--- src/rtl/ripple_carry_adder.sv ---
// N-bit ripple-carry adder: per-bit full-adder chain, combinational {Cout,S,Ovf} plus a registered copy.
// Optional zero/negative flags enabled by defining RIPPLE_CARRY_ADDER_FLAGS_EN.
module ripple_carry_adder #(
    parameter int unsigned N = 64
) (
    input  logic         clk,
    input  logic         rst,
    input  logic [N-1:0] A,
    input  logic [N-1:0] B,
    input  logic         Cin,
    output logic [N-1:0] S,
    output logic         Cout,
    output logic         Ovf,
    output logic [N-1:0] S_q,
    output logic         Cout_q,
    output logic         Ovf_q
`ifdef RIPPLE_CARRY_ADDER_FLAGS_EN
    ,
    output logic         Z,
    output logic         Neg,
    output logic         Z_q,
    output logic         Neg_q
`endif
);

    logic [N:0] c;

    assign c[0] = Cin;

    // One full adder per bit; carry ripples strictly from bit 0 upward.
    for (genvar i = 0; i < N; i++) begin : g_fa
        logic p;
        assign p      = A[i] ^ B[i];
        assign S[i]   = p ^ c[i];
        assign c[i+1] = (A[i] & B[i]) | (c[i] & p);
    end

    assign Cout = c[N];
    // For N=1, c[N-1] is c[0], i.e. Cin.
    assign Ovf  = c[N] ^ c[N-1];

    always_ff @(posedge clk) begin
        if (rst) begin
            S_q    <= '0;
            Cout_q <= 1'b0;
            Ovf_q  <= 1'b0;
        end else begin
            S_q    <= S;
            Cout_q <= Cout;
            Ovf_q  <= Ovf;
        end
    end

`ifdef RIPPLE_CARRY_ADDER_FLAGS_EN
    assign Z   = (S == '0);
    assign Neg = S[N-1];

    always_ff @(posedge clk) begin
        if (rst) begin
            Z_q   <= 1'b0;
            Neg_q <= 1'b0;
        end else begin
            Z_q   <= Z;
            Neg_q <= Neg;
        end
    end
`endif

endmodule

--- config.mk ---
export PLATFORM = sky130hd
export DESIGN_NAME = ripple_carry_adder
export DESIGN_NICKNAME = d
export VERILOG_FILES = /design/src/rtl/ripple_carry_adder.sv
export SDC_FILE = /design/constraint.sdc
export NUM_CORES = 1
export LEC_CHECK = 0
export CAP_MARGIN = 20
export CORE_UTILIZATION = 30
export CTS_BUF_LIST = sky130_fd_sc_hd__clkbuf_4 sky130_fd_sc_hd__clkbuf_8
export DETAILED_ROUTE_END_ITERATION = 8
export GPL_ROUTABILITY_DRIVEN = 0
export GPL_TIMING_DRIVEN = 0
export PLACE_DENSITY = 0.79
export SYNTH_ARGS = -nofsm -noshare
export SYNTH_HDL_FRONTEND = slang
export SYNTH_SLANG_ARGS = --single-unit
--- constraint.sdc ---
create_clock -name clk -period 38.5 [get_ports clk]
set_clock_uncertainty 0.15 [all_clocks]
set_input_delay 7.7 -clock clk [delete_from_list [all_inputs] [get_ports clk]]
set_output_delay 7.7 -clock clk [all_outputs]
set_load 0.02 [all_outputs]
==> tab_implementation.tex, run 1 <==
\begin{tabular}{lr}
\hline
Metric & Value \\
\hline
\multicolumn{2}{l}{\textbf{Timing}} \\
Final Setup Violations & 2 \\
Final worst-path setup slack & -0.1159 ns \\
Highest clock frequency the design can meet & about 0.026 GHz \\
Worst Max-Slew Pin Slew & between 0.2 and 0.3 ns \\
Time the worst path needs with I/O delays and setup & a little under 40 ns \\
Max\_slew headroom & 80.67\% \\
Final worst path period share & 100.3\% \\
Count of final hold-check violations & 0 \\
Final Max Slew Viols & 0 \\
Unrepaired setup endpoints after global routing & true \\
\multicolumn{2}{l}{\textbf{Floorplan}} \\
Vertical die dimension & about 100 µm \\
Top-level port count & between 200 and 300 \\
Die Footprint & 10800 µm² \\
Standard-cell row count & 36 \\
Initial core utilization & approximately a third \\
Width of the die & slightly above 100 µm \\
Core region area & just under 10000 µm² \\
\multicolumn{2}{l}{\textbf{Synthesis}} \\
Netlist cell types & 10 \\
Post-Synthesis Cells & 214 \\
Synthesized area & slightly above 3000 µm² \\
Syn\_area\_per\_cell & about 15 µm² \\
Synth Net Count & just over 400 \\
Sequential cell area fraction in the yosys report & 42.39\% \\
Number of storage elements in the synthesis netlist & between 60 and 70 \\
Number of warnings reported in the yosys synthesis log & 0 \\
\multicolumn{2}{l}{\textbf{Outcome}} \\
Run status & finished, violations left \\
Failing checks & negative setup slack \\
\multicolumn{2}{l}{\textbf{Setup path}} \\
Cell repeated most along the worst path & fa\_2 \\
Worst path top cell family by delay & adder cells \\
Slowest cell on crit path & fa\_2 \\
Startpoint type of the worst setup path & input pin \\
Crit path capture type & primary output \\
Largest stage delay on the critical path & between 0.4 and 0.5 ns \\
Classification of the worst setup path & input pin to primary output \\
Number of buffers and inverters on the critical path & 6 \\
CP arrival & 30.77 ns \\
Worst path required time & 30.65 ns \\
Crit path max fanout & 2 \\
\multicolumn{2}{l}{\textbf{CTS}} \\
Maximum level of the CTS H-tree & 3 \\
CTS tree & built \\
Hold buffers post-CTS & 0 \\
Sink count of the clock tree & between 60 and 70 \\
Cell at the root of the clock tree & clkbuf\_8 \\
Clock Pin Slew Worst Setup and Hold Paths & 0.08 ns \\
Clock tree buffer depth & 2 \\
Number of buffers inserted during clock tree synthesis & 9 \\
\multicolumn{2}{l}{\textbf{Layout}} \\
Nets & 685 \\
Fill cell total of the finished layout & around 770 \\
Syn-to-layout area delta & 101.4\% \\
Antenna cells & 0 \\
Fraction of final layout cells sized beyond drive strength 1 & 21.21\% \\
Post-layout instance count excluding filler cells & between 600 and 700 \\
\multicolumn{2}{l}{\textbf{Drt}} \\
Initial drt markers & 49 \\
Via density & between 4 and 5 \\
Highest metal layer with signal wires & met4 \\
Routed wire length & a little under 10 mm \\
Met2 wire len & between 5 and 6 mm \\
Via count of the routed design & between 2k and 3k \\
Routed length on met3 & a little under 800 µm \\
Average routed wire per standard cell & between 15 and 20 µm \\
DRC violation count after routing & 0 \\
Met1 Wirelength & 3.416 mm \\
Pre-Repair DR Iteration Count & 4 \\
Count of nets left with antenna violations after detail routing & 0 \\
\multicolumn{2}{l}{\textbf{Power and ir drop}} \\
Tot Pwr & 0.2650 mW \\
Share of total power in combinational logic & between 40\% and 50\% \\
Cell internal pwr & about 0.18 mW \\
Switch Pwr & 0.08810 mW \\
Peak supply drop & roughly 19 µV \\
Proportion of power drawn by the clock network & between 20\% and 30\% \\
Power per standard cell area & about 42 nW/µm² \\
Share of total power consumed by net switching & about a third \\
Leakage power of the design & 2.331 nW \\
Share of total power in sequential cells & between 30\% and 40\% \\
\multicolumn{2}{l}{\textbf{Min path}} \\
Cells on Worst Hold Path & 2 \\
Worst min-delay path endpoint & S\_q[61]\$\_SDFF\_PP0\_ \\
Worst hold start & rst \\
Classification of the worst-slack hold path & input pin to flop \\
\multicolumn{2}{l}{\textbf{Placement}} \\
Detail Placement HPWL & 8.274 mm \\
Worst setup slack after placement & -2.080 ns \\
Number of cells in the design after placement & 608 \\
Number of buffer cells added on primary ports & 261 \\
\multicolumn{2}{l}{\textbf{GRT}} \\
Overall track demand over capacity in global routing & between 10\% and 20\% \\
Aggregate global routing overflow & 0 \\
Number of global-route vias before repair & between 2k and 3k \\
Antenna violations before repair & 0 \\
First-pass GRT wire length & $\sim$15 mm \\
Maximum number of pins on one net before global-route repair & 12 \\
\multicolumn{2}{l}{\textbf{Flow run}} \\
Max-capacitance violation count & 0 \\
\hline
\end{tabular}
worst max path at each step:
| stage | from | endpoint | slack (ns) | cells past startpoint |
|---|---|---|---|---|
| global placement | A[0] | S[63] | -1.72 | 70 |
| CTS | A[0] | S[63] | -0.49 | 70 |
| finish | A[0] | S[63] | -0.12 | 70 |
| global route | A[0] | S[63] | -0.61 | 70 |
| detailed placement | A[0] | S[63] | -2.08 | 70 |
| floorplan | A[0] | S[63] | 0.004 | 68 |
flip-flops by register name, summed over array words and instances, names as in the netlist:
signal	count
S_q	64
Cout_q	1
Ovf_q	1
cells in the final DEF, fill, tap and decap left out:
master	count
clkdlybuf4s50_1	253
dfxtp_1	66
fa_2	64
nor2b_1	63
buf_6	9
clkbuf_8	9
inv_2	5
inv_1	5
buf_4	5
nor2_1	3
buf_2	3
clkbuf_2	2
clkinvlp_4	2
clkinv_2	2
clkbuf_4	2
xnor2_2	1
bufinv_16	1
area by class of cell:
cell class	instances	area, µm²	area share (%)
repair buffers	265	2634	41.95
clock buffers	11	138.9	2.212
plain buffers	7	62.56	0.9964
multi-input cells	131	1863	29.67
flip-flops and latches	66	1321	21.04
clock inverters	5	55.05	0.8768
well taps	133	166.4	2.650
inverters	10	37.54	0.5978
per-stage QoR:
| stage | cell area (µm²) | util [%] | TNS [ns] | hold WS (ns) |
|---|---|---|---|---|
| after CTS | 6272 | 63.30 | -1.325 | 7.482 |
| after global routing | 6279 | 63.36 | -1.867 | 7.482 |
| after floorplan | 3209 | - | 0 | 7.796 |
| final | 6279 | 63.36 | -0.1494 | 7.496 |
| after global placement | 5988 | 60.43 | -8.089 | 7.855 |
| after detailed placement | 5988 | 60.43 | -10.90 | 7.858 |
metal layers:
metal	track usage [%]	vias to the layer above
li1	-	1185
met1	19.35	1241
met2	35.71	153
met3	6.015	17
met4	7.449	0
met5	0	-
timing repair:
item                                    in CTS  in global routing
buffers inserted                             3                  1
pin swaps                                   15                 10
endpoints found under the setup margin       8                  6
resized for setup                           71                  2
gates cloned                                 0                  0
power groups by stage:
| stage | Clock, mW | Sequential, mW | Combinational (mW) |
|---|---|---|---|
| final | 0.0575 | 0.0796 | 0.128 |
| after global routing | 0.0623 | 0.0803 | 0.136 |
| after CTS | 0.0599 | 0.0796 | 0.129 |
| after detailed placement | 0 | 0.0812 | 0.126 |
| after global placement | 0 | 0.0809 | 0.124 |
| after floorplan | 0 | 0.0929 | 0.0515 |
Yosys cell counts:
cell | instances | area [µm²]
fa_1 | 64 | 1281
xnor2_1 | 1 | 8.760
nor2b_1 | 63 | 394.1
clkbuf_2 | 1 | 5.000
buf_4 | 1 | 7.510
inv_1 | 10 | 37.54
buf_2 | 1 | 5.000
dfxtp_1 | 66 | 1321
nor2_1 | 3 | 11.26
buf_6 | 4 | 45.04
kinds of logic after synthesis:
kind of cell	after synthesis	synth area share, %
simple gates	66	13.01
flops	66	42.39
fa+ha+maj	64	41.11
buf+inv	17	3.211
xor+xnor	1	0.2811
Note: power is estimated with default switching activity, not from simulation.
==> run 2: changes to the inputs <==
--- a/config.mk
+++ b/config.mk
@@ -5,13 +5,13 @@
 export SDC_FILE = /design/constraint.sdc
 export NUM_CORES = 1
 export LEC_CHECK = 0
+export ABC_AREA = 1
 export CAP_MARGIN = 20
 export CORE_UTILIZATION = 30
 export CTS_BUF_LIST = sky130_fd_sc_hd__clkbuf_4 sky130_fd_sc_hd__clkbuf_8
 export DETAILED_ROUTE_END_ITERATION = 8
-export GPL_ROUTABILITY_DRIVEN = 0
 export GPL_TIMING_DRIVEN = 0
-export PLACE_DENSITY = 0.79
+export PLACE_DENSITY = 0.78
 export SYNTH_ARGS = -nofsm -noshare
 export SYNTH_HDL_FRONTEND = slang
 export SYNTH_SLANG_ARGS = --single-unit
==> constraint.sdc (replaced) <==
create_clock -name clk -period 33.3 [get_ports clk]
set_clock_uncertainty 0.15 [all_clocks]
set_input_delay 6.66 -clock clk [delete_from_list [all_inputs] [get_ports clk]]
set_output_delay 6.66 -clock clk [all_outputs]
set_load 0.02 [all_outputs]
==> tab_implementation.tex, run 2 <==
\begin{tabular}{lr}
\hline
Metric & Value \\
\hline
\multicolumn{2}{l}{\textbf{Power and ir drop}} \\
Tot Pwr & 0.3108 mW (+17\%) \\
Proportion of power drawn by the clock network & 21.4\% (-0.3 points) \\
Power per standard cell area & 48.73 nW/µm² (+15\%) \\
Share of total power in combinational logic & 49.0\% (+0.7 points) \\
Switch Pwr & 0.1092 mW (+24\%) \\
Cell internal pwr & 0.2017 mW (+14\%) \\
Share of total power in sequential cells & 29.6\% (-0.4 points) \\
Peak supply drop & 21.34 µV (+11\%) \\
Leakage power of the design & 2.685 nW (+15\%) \\
Share of total power consumed by net switching & 35.12\% (+1.9 points) \\
\multicolumn{2}{l}{\textbf{Floorplan}} \\
Width of the die & 105.3 µm (+1.3\%) \\
Top-level port count & 263 (unchanged) \\
Vertical die dimension & 105.3 µm (+1.3\%) \\
Initial core utilization & 30.98\% (-0.47 points) \\
Standard-cell row count & 37 (+2.8\%) \\
Core region area & 10320 µm² (+4.2\%) \\
Die Footprint & 11080 µm² (+2.6\%) \\
\multicolumn{2}{l}{\textbf{Drt}} \\
Routed wire length & 10.17 mm (+3.4\%) \\
Average routed wire per standard cell & 14.62 µm (-6.7\%) \\
Count of nets left with antenna violations after detail routing & 0 (unchanged) \\
Initial drt markers & 46 (-6.1\%) \\
DRC violation count after routing & 0 (unchanged) \\
Via density & 4.014 (-2.9\%) \\
Via count of the routed design & 2794 (+7.6\%) \\
Pre-Repair DR Iteration Count & 4 (unchanged) \\
\multicolumn{2}{l}{\textbf{CTS}} \\
Maximum level of the CTS H-tree & 3 (unchanged) \\
Clock tree buffer depth & 2 (unchanged) \\
Cell at the root of the clock tree & clkbuf\_8 \\
Number of buffers inserted during clock tree synthesis & 9 (unchanged) \\
Clock Pin Slew Worst Setup and Hold Paths & 0.07 ns (about the same) \\
Hold buffers post-CTS & 0 (unchanged) \\
Sink count of the clock tree & 66 (unchanged) \\
CTS tree & built \\
\multicolumn{2}{l}{\textbf{Synthesis}} \\
Number of flops mapped to enable cells by yosys & 0 (unchanged) \\
Synth Net Count & 474 (+16\%) \\
Synthesized area & 3198 µm² (+2.6\%) \\
Sequential cell area fraction in the yosys report & 41.31\% (-1.1 points) \\
Synth top cells by count & inv\_1, dfxtp\_1, nor2\_1 \\
Netlist cell types & 8 (-2) \\
Dominant cell type by area after synthesis & dfxtp\_1 \\
FFs w/ async S/R, synth & 0\% (unchanged) \\
Most instantiated flip-flop cell in the synthesis netlist & dfxtp\_1 \\
Number of warnings reported in the yosys synthesis log & 0 (unchanged) \\
Syn\_area\_per\_cell & 11.46 µm² (-21\%) \\
Number of storage elements in the synthesis netlist & 66 (unchanged) \\
Main area contributors after synthesis & dfxtp\_1, fa\_1, inv\_1 \\
Most numerous cell in the Yosys netlist & inv\_1 \\
Area fraction of the dominant cell type after synthesis & 41.31\% (-1.1 points) \\
Post-Synthesis Cells & 279 (+30\%) \\
\multicolumn{2}{l}{\textbf{Layout}} \\
Antenna cells & 0 (unchanged) \\
Reg with most FFs & S\_q \\
Leading cell types in the layout, fill and taps excluded & clkdlybuf4s50\_1, inv\_1, dfxtp\_1, nor2\_1, fa\_2 \\
Fraction of final layout cells sized beyond drive strength 1 & 20.54\% (-0.68 points) \\
Largest register FFs & 64 (unchanged) \\
Regs by FF count & S\_q (64), Cout\_q (1), Ovf\_q (1) \\
Post-Layout Inst Area & 6379 µm² (+1.6\%) \\
Nets & 750 (+9.5\%) \\
Syn-to-layout area delta & 99.45\% \\
Fill cell total of the finished layout & 860 (+12\%) \\
Most common cell after layout, fill and taps aside & clkdlybuf4s50\_1 \\
\multicolumn{2}{l}{\textbf{Placement}} \\
RePlAce Congestion & between 0.7 and 0.8 \\
Cell area after placement & 6141 µm² (+2.5\%) \\
Worst setup slack after placement & -3.962 ns (-1.882 ns) \\
Detail Placement HPWL & 8.830 mm (+6.7\%) \\
Number of buffer cells added on primary ports & 261 (unchanged) \\
\multicolumn{2}{l}{\textbf{GRT}} \\
First-pass GRT wire length & 15.41 mm (-0.14\%) \\
Maximum number of pins on one net before global-route repair & 13 (+1) \\
Number of global-route vias before repair & 3168 (+11\%) \\
Overall track demand over capacity in global routing & 18.71\% (-0.28 points) \\
Aggregate global routing overflow & 0 (unchanged) \\
Antenna violations before repair & 0 (unchanged) \\
\multicolumn{2}{l}{\textbf{Timing}} \\
Highest clock frequency the design can meet & 0.02748 GHz \\
Final-layout setup total negative slack & -20.65 ns (-20.50 ns) \\
Final worst-path setup slack & -3.085 ns (-2.969 ns) \\
Max\_slew headroom & 81.79\% (+1.1 points) \\
Worst Max-Slew Pin Slew & 0.2723 ns (-0.01672 ns) \\
Final worst path period share & 109.3\% \\
Final Setup Violations & 11 (+9) \\
Final Max Slew Viols & 0 (unchanged) \\
Unrepaired setup endpoints after global routing & true \\
Time the worst path needs with I/O delays and setup & about 36 ns \\
Count of final hold-check violations & 0 (unchanged) \\
\multicolumn{2}{l}{\textbf{Setup path}} \\
Cell repeated most along the worst path & fa\_2 \\
Classification of the worst setup path & input pin to primary output \\
Startpoint type of the worst setup path & input pin \\
Worst path required time & 26.49 ns (-4.16 ns) \\
Slowest cell on crit path & fa\_2 \\
Largest stage delay on the critical path & 0.45 ns (about the same) \\
CP arrival & 29.57 ns (-1.20 ns) \\
Crit path max fanout & 2 (unchanged) \\
Crit path capture type & primary output \\
\multicolumn{2}{l}{\textbf{Outcome}} \\
Failing checks & negative setup slack \\
Run status & finished, violations left \\
\multicolumn{2}{l}{\textbf{Min path}} \\
Classification of the worst-slack hold path & input pin to flop \\
\multicolumn{2}{l}{\textbf{Flow run}} \\
Max-capacitance violation count & 0 (unchanged) \\
\hline
\end{tabular}
==> run 2: worst paths after layout <==
check  cells past startpoint  slack, ns  start               end
max                       70      -3.08   A[0]             S[63]
min                        2       6.45    rst  Ovf_q$_SDFF_PP0_
==> run 2: worst max-delay path, delay by kind of cell <==
kind	cells	cell delay, ns
buffers and inverters	6	0.45
adders and majority gates	64	22.43
==> run 2: layout make-up <==
type / instances / area (µm²) / share of cell area, %
clock buffer: 9 / 123.9 / 1.942
clock inverter: 7 / 70.07 / 1.098
sequential: 66 / 1321 / 20.71
multi-input combinational: 133 / 1705 / 26.74
timing repair buffer: 265 / 2649 / 41.53
inverter: 73 / 276.5 / 4.335
buffer: 7 / 62.56 / 0.9808
tap: 136 / 170.2 / 2.668
==> run 2: power groups by stage <==
stage	combinational, mW	sequential [mW]	clock (mW)
floorplan	0.0639	0.107	0
global placement	0.148	0.0935	0
detailed placement	0.152	0.0939	0
CTS	0.154	0.0921	0.0696
global route	0.163	0.0930	0.0726
finish	0.152	0.0920	0.0665
==> run 2: timing repair <==
item	in CTS	in global routing
endpoints found under the setup margin	14	14
pin swaps	2	1
resized for setup	90	5
setup buffers	3	1
==> run 2: cells by family (layout without fill, tap and decap cells) <==
family	Yosys count	in the layout	share of synthesized area, %
fa+ha+maj	64	64	40.06
flops	66	66	41.31
buf+inv	80	361	10.52
simple gates	69	69	8.099
==> run 2: stage by stage <==
| step | instances | util, % | hold WS [ns] |
|---|---|---|---|
| 2_1_floorplan | 279 | - | 6.753 |
| 5_1_grt | 696 | 61.79 | 6.443 |
| 6_report | 696 | 61.79 | 6.447 |
| 3_5_place_dp | 676 | 59.48 | 6.802 |
| 3_3_place_gp | 676 | 59.48 | 6.792 |
| 4_1_cts | 695 | 61.67 | 6.432 |
==> run 2: layer usage <==
metal  vias to the layer above  GRT usage (%)  share of wire, %
met5                         -              0                 0
met2                       143          35.86                57
met1                      1312          17.56                32
met3                        19          6.679               9.2
li1                       1320              -                 -
met4                         0          8.451               2.3
==> run 3: changes to the inputs <==
--- a/config.mk
+++ b/config.mk
@@ -9,6 +9,7 @@
 export CAP_MARGIN = 20
 export CORE_UTILIZATION = 30
 export CTS_BUF_LIST = sky130_fd_sc_hd__clkbuf_4 sky130_fd_sc_hd__clkbuf_8
+export CTS_CLUSTER_SIZE = 24
 export DETAILED_ROUTE_END_ITERATION = 8
 export GPL_TIMING_DRIVEN = 0
 export PLACE_DENSITY = 0.78
==> results of run 3 <==
The final DEF is identical to that of run 2; final timing and power are the same.
